[src/rtl/video_mode_ctrl.sv]
// Run-time video mode controller: sequences the timing generator through stop, pixel-clock reconfig, reload and settle.
// Optional build macro VMC_FRAME_CNT_EN adds a 16-bit frame counter output (o_frame_cnt).
module video_mode_ctrl #(
    parameter int P_DEFAULT_MODE  = 0,
    parameter int P_SETTLE_CYCLES = 16,
    parameter int P_ACK_TIMEOUT   = 1024
) (
    input  logic        i_clk,
    input  logic        i_rst,
    input  logic        i_mode_valid,
    input  logic [1:0]  i_mode,
    output logic        o_mode_ready,
    input  logic        i_frame_end,
    output logic        o_tg_en,
    output logic [11:0] o_res_x,
    output logic [11:0] o_res_y,
    output logic [7:0]  o_hfront,
    output logic [7:0]  o_hsync,
    output logic [7:0]  o_hback,
    output logic [7:0]  o_vfront,
    output logic [7:0]  o_vsync,
    output logic [7:0]  o_vback,
    output logic [1:0]  o_clk_sel,
    output logic        o_clk_req,
    input  logic        i_clk_ack,
    output logic [1:0]  o_cur_mode,
    output logic        o_busy,
    output logic        o_err
`ifdef VMC_FRAME_CNT_EN
    ,
    output logic [15:0] o_frame_cnt
`endif
);

    localparam int SETTLE_W = (P_SETTLE_CYCLES > 1) ? $clog2(P_SETTLE_CYCLES) : 1;
    localparam int ACK_W    = (P_ACK_TIMEOUT > 1) ? $clog2(P_ACK_TIMEOUT) : 1;
    localparam logic [SETTLE_W-1:0] SETTLE_LAST = SETTLE_W'(P_SETTLE_CYCLES - 1);
    localparam logic [ACK_W-1:0]    ACK_LAST    = ACK_W'(P_ACK_TIMEOUT - 1);
    localparam logic [1:0]          DEF_MODE    = 2'(P_DEFAULT_MODE);

    typedef enum logic [2:0] {
        ST_RUN        = 3'd0,
        ST_WAIT_FRAME = 3'd1,
        ST_CLK_REQ    = 3'd2,
        ST_CLK_WAIT   = 3'd3,
        ST_SETTLE     = 3'd4
    } state_t;

    typedef struct packed {
        logic [11:0] res_x;
        logic [11:0] res_y;
        logic [7:0]  hfront;
        logic [7:0]  hsync;
        logic [7:0]  hback;
        logic [7:0]  vfront;
        logic [7:0]  vsync;
        logic [7:0]  vback;
    } timing_t;

    function automatic timing_t mode_timing(input logic [1:0] mode);
        timing_t t;
        case (mode)
            2'd1:    t = '{12'd1280, 12'd720,  8'd110, 8'd40, 8'd220, 8'd5,  8'd5, 8'd20};
            2'd2:    t = '{12'd1920, 12'd1080, 8'd88,  8'd44, 8'd148, 8'd4,  8'd5, 8'd36};
            default: t = '{12'd640,  12'd480,  8'd16,  8'd96, 8'd48,  8'd10, 8'd2, 8'd33};
        endcase
        return t;
    endfunction

    state_t                state_r;
    state_t                state_next_s;
    logic [1:0]            pending_r;
    logic [1:0]            pending_next_s;
    logic [1:0]            cur_mode_r;
    logic [1:0]            clk_sel_r;
    timing_t               timing_r;
    logic                  tg_en_r;
    logic                  ready_r;
    logic                  busy_r;
    logic                  clk_req_r;
    logic                  err_r;
    logic [ACK_W-1:0]      wait_cnt_r;
    logic [SETTLE_W-1:0]   settle_cnt_r;
    logic                  req_invalid_s;
    logic                  ack_take_s;
    logic                  timeout_s;
    logic                  issue_s;

    // Next-state decode; the frame-end path issues the clock request directly so the strobe lands with tg_en falling.
    always_comb begin
        state_next_s   = state_r;
        pending_next_s = pending_r;
        req_invalid_s  = 1'b0;
        ack_take_s     = 1'b0;
        timeout_s      = 1'b0;
        issue_s        = 1'b0;
        case (state_r)
            ST_RUN: begin
                if (i_mode_valid && ready_r) begin
                    if (i_mode == 2'd3) begin
                        req_invalid_s = 1'b1;
                    end else if (i_mode == cur_mode_r) begin
                        state_next_s = ST_RUN;
                    end else begin
                        pending_next_s = i_mode;
                        state_next_s   = ST_WAIT_FRAME;
                    end
                end else begin
                    state_next_s = ST_RUN;
                end
            end
            ST_WAIT_FRAME: begin
                if (i_frame_end) begin
                    issue_s      = 1'b1;
                    state_next_s = ST_CLK_WAIT;
                end else begin
                    state_next_s = ST_WAIT_FRAME;
                end
            end
            ST_CLK_REQ: begin
                issue_s      = 1'b1;
                state_next_s = ST_CLK_WAIT;
            end
            ST_CLK_WAIT: begin
                // Ack takes priority over a coincident timeout.
                if (i_clk_ack) begin
                    ack_take_s   = 1'b1;
                    state_next_s = ST_SETTLE;
                end else if (wait_cnt_r == ACK_LAST) begin
                    timeout_s    = 1'b1;
                    state_next_s = ST_CLK_REQ;
                end else begin
                    state_next_s = ST_CLK_WAIT;
                end
            end
            ST_SETTLE: begin
                if (settle_cnt_r == SETTLE_LAST) begin
                    state_next_s = ST_RUN;
                end else begin
                    state_next_s = ST_SETTLE;
                end
            end
            default: begin
                state_next_s = ST_CLK_REQ;
            end
        endcase
    end

    // State, pending mode and status outputs registered from the next-state decode.
    always_ff @(posedge i_clk) begin
        if (i_rst) begin
            state_r   <= ST_CLK_REQ;
            pending_r <= DEF_MODE;
            tg_en_r   <= 1'b0;
            ready_r   <= 1'b0;
            busy_r    <= 1'b1;
            clk_req_r <= 1'b0;
            err_r     <= 1'b0;
        end else begin
            state_r   <= state_next_s;
            pending_r <= pending_next_s;
            tg_en_r   <= (state_next_s == ST_RUN) || (state_next_s == ST_WAIT_FRAME);
            ready_r   <= (state_next_s == ST_RUN);
            busy_r    <= (state_next_s != ST_RUN);
            clk_req_r <= issue_s;
            err_r     <= req_invalid_s || timeout_s;
        end
    end

    // Clock select follows each request; timing and current mode change only on a taken ack.
    always_ff @(posedge i_clk) begin
        if (i_rst) begin
            clk_sel_r  <= DEF_MODE;
            cur_mode_r <= DEF_MODE;
            timing_r   <= mode_timing(DEF_MODE);
        end else begin
            if (issue_s) begin
                clk_sel_r <= pending_r;
            end else begin
                clk_sel_r <= clk_sel_r;
            end
            if (ack_take_s) begin
                cur_mode_r <= pending_r;
                timing_r   <= mode_timing(pending_r);
            end else begin
                cur_mode_r <= cur_mode_r;
                timing_r   <= timing_r;
            end
        end
    end

    // Ack-timeout and settle counters run only while staying in their state, so they never wrap.
    always_ff @(posedge i_clk) begin
        if (i_rst) begin
            wait_cnt_r   <= '0;
            settle_cnt_r <= '0;
        end else begin
            if ((state_r == ST_CLK_WAIT) && (state_next_s == ST_CLK_WAIT)) begin
                wait_cnt_r <= wait_cnt_r + ACK_W'(1);
            end else begin
                wait_cnt_r <= '0;
            end
            if ((state_r == ST_SETTLE) && (state_next_s == ST_SETTLE)) begin
                settle_cnt_r <= settle_cnt_r + SETTLE_W'(1);
            end else begin
                settle_cnt_r <= '0;
            end
        end
    end

`ifdef VMC_FRAME_CNT_EN
    logic [15:0] frame_cnt_r;

    // Frames shown in the current mode; restarts when a new mode is loaded.
    always_ff @(posedge i_clk) begin
        if (i_rst) begin
            frame_cnt_r <= 16'd0;
        end else if (ack_take_s) begin
            frame_cnt_r <= 16'd0;
        end else if (i_frame_end && tg_en_r) begin
            frame_cnt_r <= frame_cnt_r + 16'd1;
        end else begin
            frame_cnt_r <= frame_cnt_r;
        end
    end

    assign o_frame_cnt = frame_cnt_r;
`endif

    assign o_mode_ready = ready_r;
    assign o_tg_en      = tg_en_r;
    assign o_res_x      = timing_r.res_x;
    assign o_res_y      = timing_r.res_y;
    assign o_hfront     = timing_r.hfront;
    assign o_hsync      = timing_r.hsync;
    assign o_hback      = timing_r.hback;
    assign o_vfront     = timing_r.vfront;
    assign o_vsync      = timing_r.vsync;
    assign o_vback      = timing_r.vback;
    assign o_clk_sel    = clk_sel_r;
    assign o_clk_req    = clk_req_r;
    assign o_cur_mode   = cur_mode_r;
    assign o_busy       = busy_r;
    assign o_err        = err_r;

endmodule

[config.mk]
export PLATFORM = sky130hd
export DESIGN_NAME = video_mode_ctrl
export DESIGN_NICKNAME = d
export VERILOG_FILES = /design/src/rtl/video_mode_ctrl.sv
export SDC_FILE = /design/constraint.sdc
export NUM_CORES = 1
export LEC_CHECK = 0
export ABC_AREA = 1
export CAP_MARGIN = 20
export CELL_PAD_IN_SITES_DETAIL_PLACEMENT = 1
export CELL_PAD_IN_SITES_GLOBAL_PLACEMENT = 1
export CORE_MARGIN = 2
export CORE_UTILIZATION = 29
export DETAILED_ROUTE_END_ITERATION = 16
export MAX_ROUTING_LAYER = met4
export PLACE_DENSITY = 0.83
export SKIP_LAST_GASP = 1
export SYNTH_ARGS = -nofsm -noshare
export SYNTH_HDL_FRONTEND = slang
export SYNTH_SLANG_ARGS = --single-unit
[constraint.sdc]
create_clock -name i_clk -period 1.7 [get_ports i_clk]
set_clock_uncertainty 0.2 [all_clocks]
set_input_delay 0.255 -clock i_clk [delete_from_list [all_inputs] [get_ports i_clk]]
set_output_delay 0.255 -clock i_clk [all_outputs]
set_load 0.01 [all_outputs]
==> Word-level counts from Yosys, hierarchy flattened <==
Index checks and enable logic that the tools add are counted.
{ "op_classes": {"add_sub_neg": 2, "multipliers": 0, "div": 0, "bitwise": 4, "order_cmp": 0, "muxes": 19, "shift": 0, "eq_ne": 13, "n_reduce_logical": 11} }
{ "op_table": {"columns": ["op", "n"], "rows": [
  ["one-hot mux 71 bit (2 select lines)", 1],
  ["one-hot mux 3 bit (5 select lines)", 1],
  ["two-way mux 3 bit", 4],
  ["two-way mux 1 bit", 11],
  ["adder 10 x 1 -> 10 bit, second input constant", 1],
  ["equality test 10 bit, second input constant", 1],
  ["equality test 3 x 2 -> 1 bit, second input constant", 3],
  ["equality test 3 x 1 -> 1 bit, second input constant", 2],
  ["equality test 3 bit, second input constant", 2],
  ["logical NOT 3 bit", 2],
  ["adder 4 x 1 -> 4 bit, second input constant", 1],
  ["equality test 2 bit, second input constant", 2],
  ["equality test 4 bit, second input constant", 1],
  ["NOT 1 bit", 4],
  ["AND reduction 4 bit", 1],
  ["OR reduction 2 bit", 2],
  ["logical AND 1 bit", 3],
  ["nonzero test 3 bit", 1],
  ["equality test 2 x 1 -> 1 bit, second input constant", 1],
  ["equality test 2 bit", 1],
  ["logical OR 1 bit", 2],
  ["two-way mux 2 bit", 1],
  ["one-hot mux 1 bit (2 select lines)", 1]
]} }
{ "totals": {"wordCells": 68, "mem_count": 0, "regBits": 100, "latch_bits": 0, "inputBits": 7, "ram_bits": 0, "romBits": 0} }

==> Logic depth before layout (Yosys ltp) <==
{ "depth": {"word_depth": 9, "ltp_mapped": 9, "mapped_depth_nobuf": 9} }

==> Least setup slack after synthesis <==
No wires, ideal clock.
{ "synth_path": {"kind": "reg-to-reg", "from": "reg wait_cnt_r[0]", "to": "reg state_r[0]", "stages_incl_launch_ff": 9, "setup_time_ns": 0.109, "period_less_slack_ns": 1.413, "required_ns": 1.391, "path_slack_ns": 0.287, "t_arrival_ns": 1.105, "path_buffers": 0, "path_cell_list": "dfxtp_1 ha_1 nand2_1 nor2_4 nand3_2 nand2_1 nand3_1 nand2_1 inv_1"} }
{ "synth_via": {"elab_chain_len": 4} }
{ "synth_rtl": {"columns": ["item", "line_no", "rtl"], "rows": [
  ["start: declaration", "82", "logic [ACK_W-1:0] wait_cnt_r;"],
  ["start signal: assignment", "199", "wait_cnt_r <= wait_cnt_r + ACK_W'(1);"],
  ["equality test 10 bit", "129", "end else if (wait_cnt_r == ACK_LAST) begin"],
  ["two-way mux 1 bit", "129", null],
  ["two-way mux 3 bit", "126", "if (i_clk_ack) begin"],
  ["one-hot mux 3 bit (5 select lines)", "97", "case (state_r)"],
  ["end signal: assignment", "160", "state_r <= state_next_s;"],
  ["end: declaration", "70", "state_t state_r;"]
]} }
No other way between the ends.
A chain may end at the register's enable or synchronous reset.

==> results.json <==
{
  "stdcell_area_um2": 2330,
  "grt_max_degree": 14,
  "avgSynthCellArea_um2": 7.81,
  "drv_cap": 0,
  "critical_path_class": "register to output pin",
  "die_h_um": 86.4,
  "p_leak_uw": 0.00120,
  "synth_area_leaders": "dfxtp_1 35%, buf_4 25%, nand2_1 6.7%, nor2_1 5.0%, ha_1 3.8%",
  "finalCritPeriodShare_pct": 97.1,
  "fin_nets": 292,
  "diodes": 0,
  "cts_num_sinks": 34,
  "async_reset_ff_share_pct": 0,
  "ys_ff_latch": 34,
  "setup_violations": 0,
  "antenna_found_initial": 0,
  "initial_core_util_pct": 29.4,
  "fill_cells": 835,
  "multi_input_area_um2": 806,
  "routedWlPerCell_um": 11.4,
  "fin_crit_ns": 1.65,
  "r2r-start": "wait_cnt_r[0]$_SDFF_PP0_",
  "max_stage_delay_ns": 0.55,
  "io_buffers": 52,
  "dr_total_vias": 1464,
  "synthToLayoutAreaGrowth_pct": 18.5,
  "min_to": "wait_cnt_r[0]$_SDFF_PP0_",
  "drc": 0,
  "yosysTopAreaCellShare_pct": 34.6,
  "grt_setup_unrepaired": "false",
  "max_freq_mhz": 606,
  "cp.required_ns": 1.24,
  "dp_hpwl_mm": 3.22,
  "met1_usage_pct": 11.6,
  "power_density_nw_per_um2": 952,
  "worstPathMaxFanout": 4,
  "postCtsHoldBufs": 0,
  "worstHoldPathCells": 1,
  "max-clock-path-buffers": 2,
  "wl_mm": 4.09,
  "ys_warn_count": 0,
  "synth.distinct_cells": 27,
  "io_pins": 88,
  "grt_use_met3_pct": 2.67,
  "register_area_um2": 688,
  "drt_iter0_drc": 42,
  "worstSkewPairLatency_ns": 0.28,
  "grt_first_pass_wirelength_mm": 6.19,
  "use_met2_pct": 19.0,
  "synth_flop_cell": "dfxtp_1",
  "cts_root_buf": "clkbuf_8",
  "cts_max_level": 2,
  "peakVddDrop_mv": 0.352,
  "ys_seq_area_share_pct": 34.6,
  "hold_viol": 0,
  "reg2reg_depth": 8,
  "drtPass1Iterations": 4,
  "netlist_area_um2": 1970,
  "netlist_instances": 252,
  "total_power_uw": 2220,
  "cts_made_buffers": 5,
  "crit_buf_inv": 1,
  "floorplan.die_area_um2": 7460,
  "placed_cell_area_um2": 2230,
  "reg2reg_slack_ns": 0.19,
  "crit_family": "buffers and inverters",
  "start_kind": "register",
  "via_per_inst": 4.08,
  "timing.rr.end": "state_r[0]$_SDFF_PP0_",
  "hold_start": "wait_cnt_r[0]$_SDFF_PP0_",
  "synth-edff-count": 0,
  "core.rowCount": 30,
  "slew_viol_final": 0,
  "path_cells": "clkdlybuf4s50_1",
  "crit_path_end_kind": "output pin",
  "gp_congestion": 0.786,
  "status": "finished, final reports clean",
  "drive_above_1_share_pct": 11.1,
  "cts_tree": "done",
  "first_global_vias": 1379,
  "grt_busiest_layer": "met2",
  "hold_class": "register to register",
  "clk_pin_slew_worst_paths_ns": 0.07,
  "track_usage_pct": 10.9,
  "grt_overflow_total": 0,
  "critPathArrivalTime_ns": 1.20,
  "critPathSlowestCell": "clkdlybuf4s50_1",
  "core_um2": 6680,
  "synth_top_area_cell": "dfxtp_1",
  "ant_nets": 0,
  "fp.dieW_um": 86.4
}
flip-flops by register name (all words and copies together), names as in the netlist:
name / flops
pending_r: 2
o_res_y: 6
o_mode_ready: 1
o_clk_req: 1
o_clk_sel: 2
o_cur_mode: 2
settle_cnt_r: 4
state_r: 3
o_err: 1
o_busy: 1
wait_cnt_r: 10
o_tg_en: 1
synth_stat cells, types with 4 or more instances:
library cell,n
buf_4,66
nand2_1,35
dfxtp_1,34
nor2_1,26
inv_1,18
a21oi_1,11
nand3_1,11
ha_1,6
inv_2,5
nor2_4,4
o21ai_0,4
worst max-delay path by stage:
stage,endpoint,depth (start not counted),startpoint
finish,o_res_y[10],1,o_res_y[3]$_SDFFE_PP0P_
global route,o_res_y[10],1,o_res_y[3]$_SDFFE_PP0P_
detailed placement,state_r[0]$_SDFF_PP0_,9,i_mode[1]
CTS,o_res_x[8],1,o_res_y[4]$_SDFFE_PP0P_
floorplan,state_r[0]$_SDFF_PP0_,8,wait_cnt_r[0]$_SDFF_PP0_
global placement,o_busy$_SDFF_PP1_,7,i_frame_end
through the flow:
step                hold slack [ns]  cells  utilization [%]  TNS (ns)  setup WS (ns)
finish                        0.263    359             34.9         0         0.0486
global route                  0.284    359             34.9         0        0.00322
global placement              0.230    352             33.4         0         0.0353
floorplan                     0.190    285                -         0          0.287
detailed placement            0.252    352             33.4         0         0.0186
CTS                           0.264    359             34.3   -0.0126        -0.0126
logic make-up (layout without fill, tap and decap cells):
| kind of cell | after synthesis | after routing | synth area share [%] |
|---|---|---|---|
| AOI/OAI and AO/OA | 21 | 21 | 5.73 |
| xor gates and xnor gates | 5 | 5 | 2.23 |
| adders and majority gates | 6 | 6 | 3.82 |
| buffers and inverters | 94 | 88 | 30.7 |
| DFF | 34 | 34 | 34.6 |
| other | 2 | 35 | 0.382 |
| and+or+nand+nor | 90 | 90 | 22.5 |
per-layer routing:
layer,vias to the layer above,wire length [µm]
met2,62,2030
met1,666,1740
li1,729,-
met3,7,251
met5,-,0
met4,0,67
layout make-up:
cell class                      count  area share, %
Clock buffer                        7           3.27
Tap cell                           80           4.29
Timing Repair Buffer               56           24.3
Inverter                           25           4.03
Multi-Input combinational cell    157           34.6
Sequential cell                    34           29.5
cell usage in the layout, fill, tap and decap left out, drive strengths merged, types with 4 or more instances in the layout:
cell,Yosys,routed
dlygate4sd2,0,17
clkdlybuf4s50,0,20
dlymetal6s2s,0,15
clkbuf,0,7
dfxtp,34,34
nand2,38,38
a21oi,11,11
conb,2,35
nand3,14,14
ha,6,6
buf,69,4
inv,23,23
nor2,31,31
o21ai,7,7
where the power goes:
group / internal (µW) / switching, µW / leakage, µW
Sequential: 899 / 69.4 / 0.000277
Clock: 282 / 270 / 0.0000383
Combinational: 298 / 401 / 0.000890
Total: 1480 / 740 / 0.00120
timing repair:
action	4_1_cts	5_1_grt
setup buffers	0	0
resized for setup	22	15
setup endpoints to repair	32	16
Note: power is estimated with default switching activity, not from simulation.
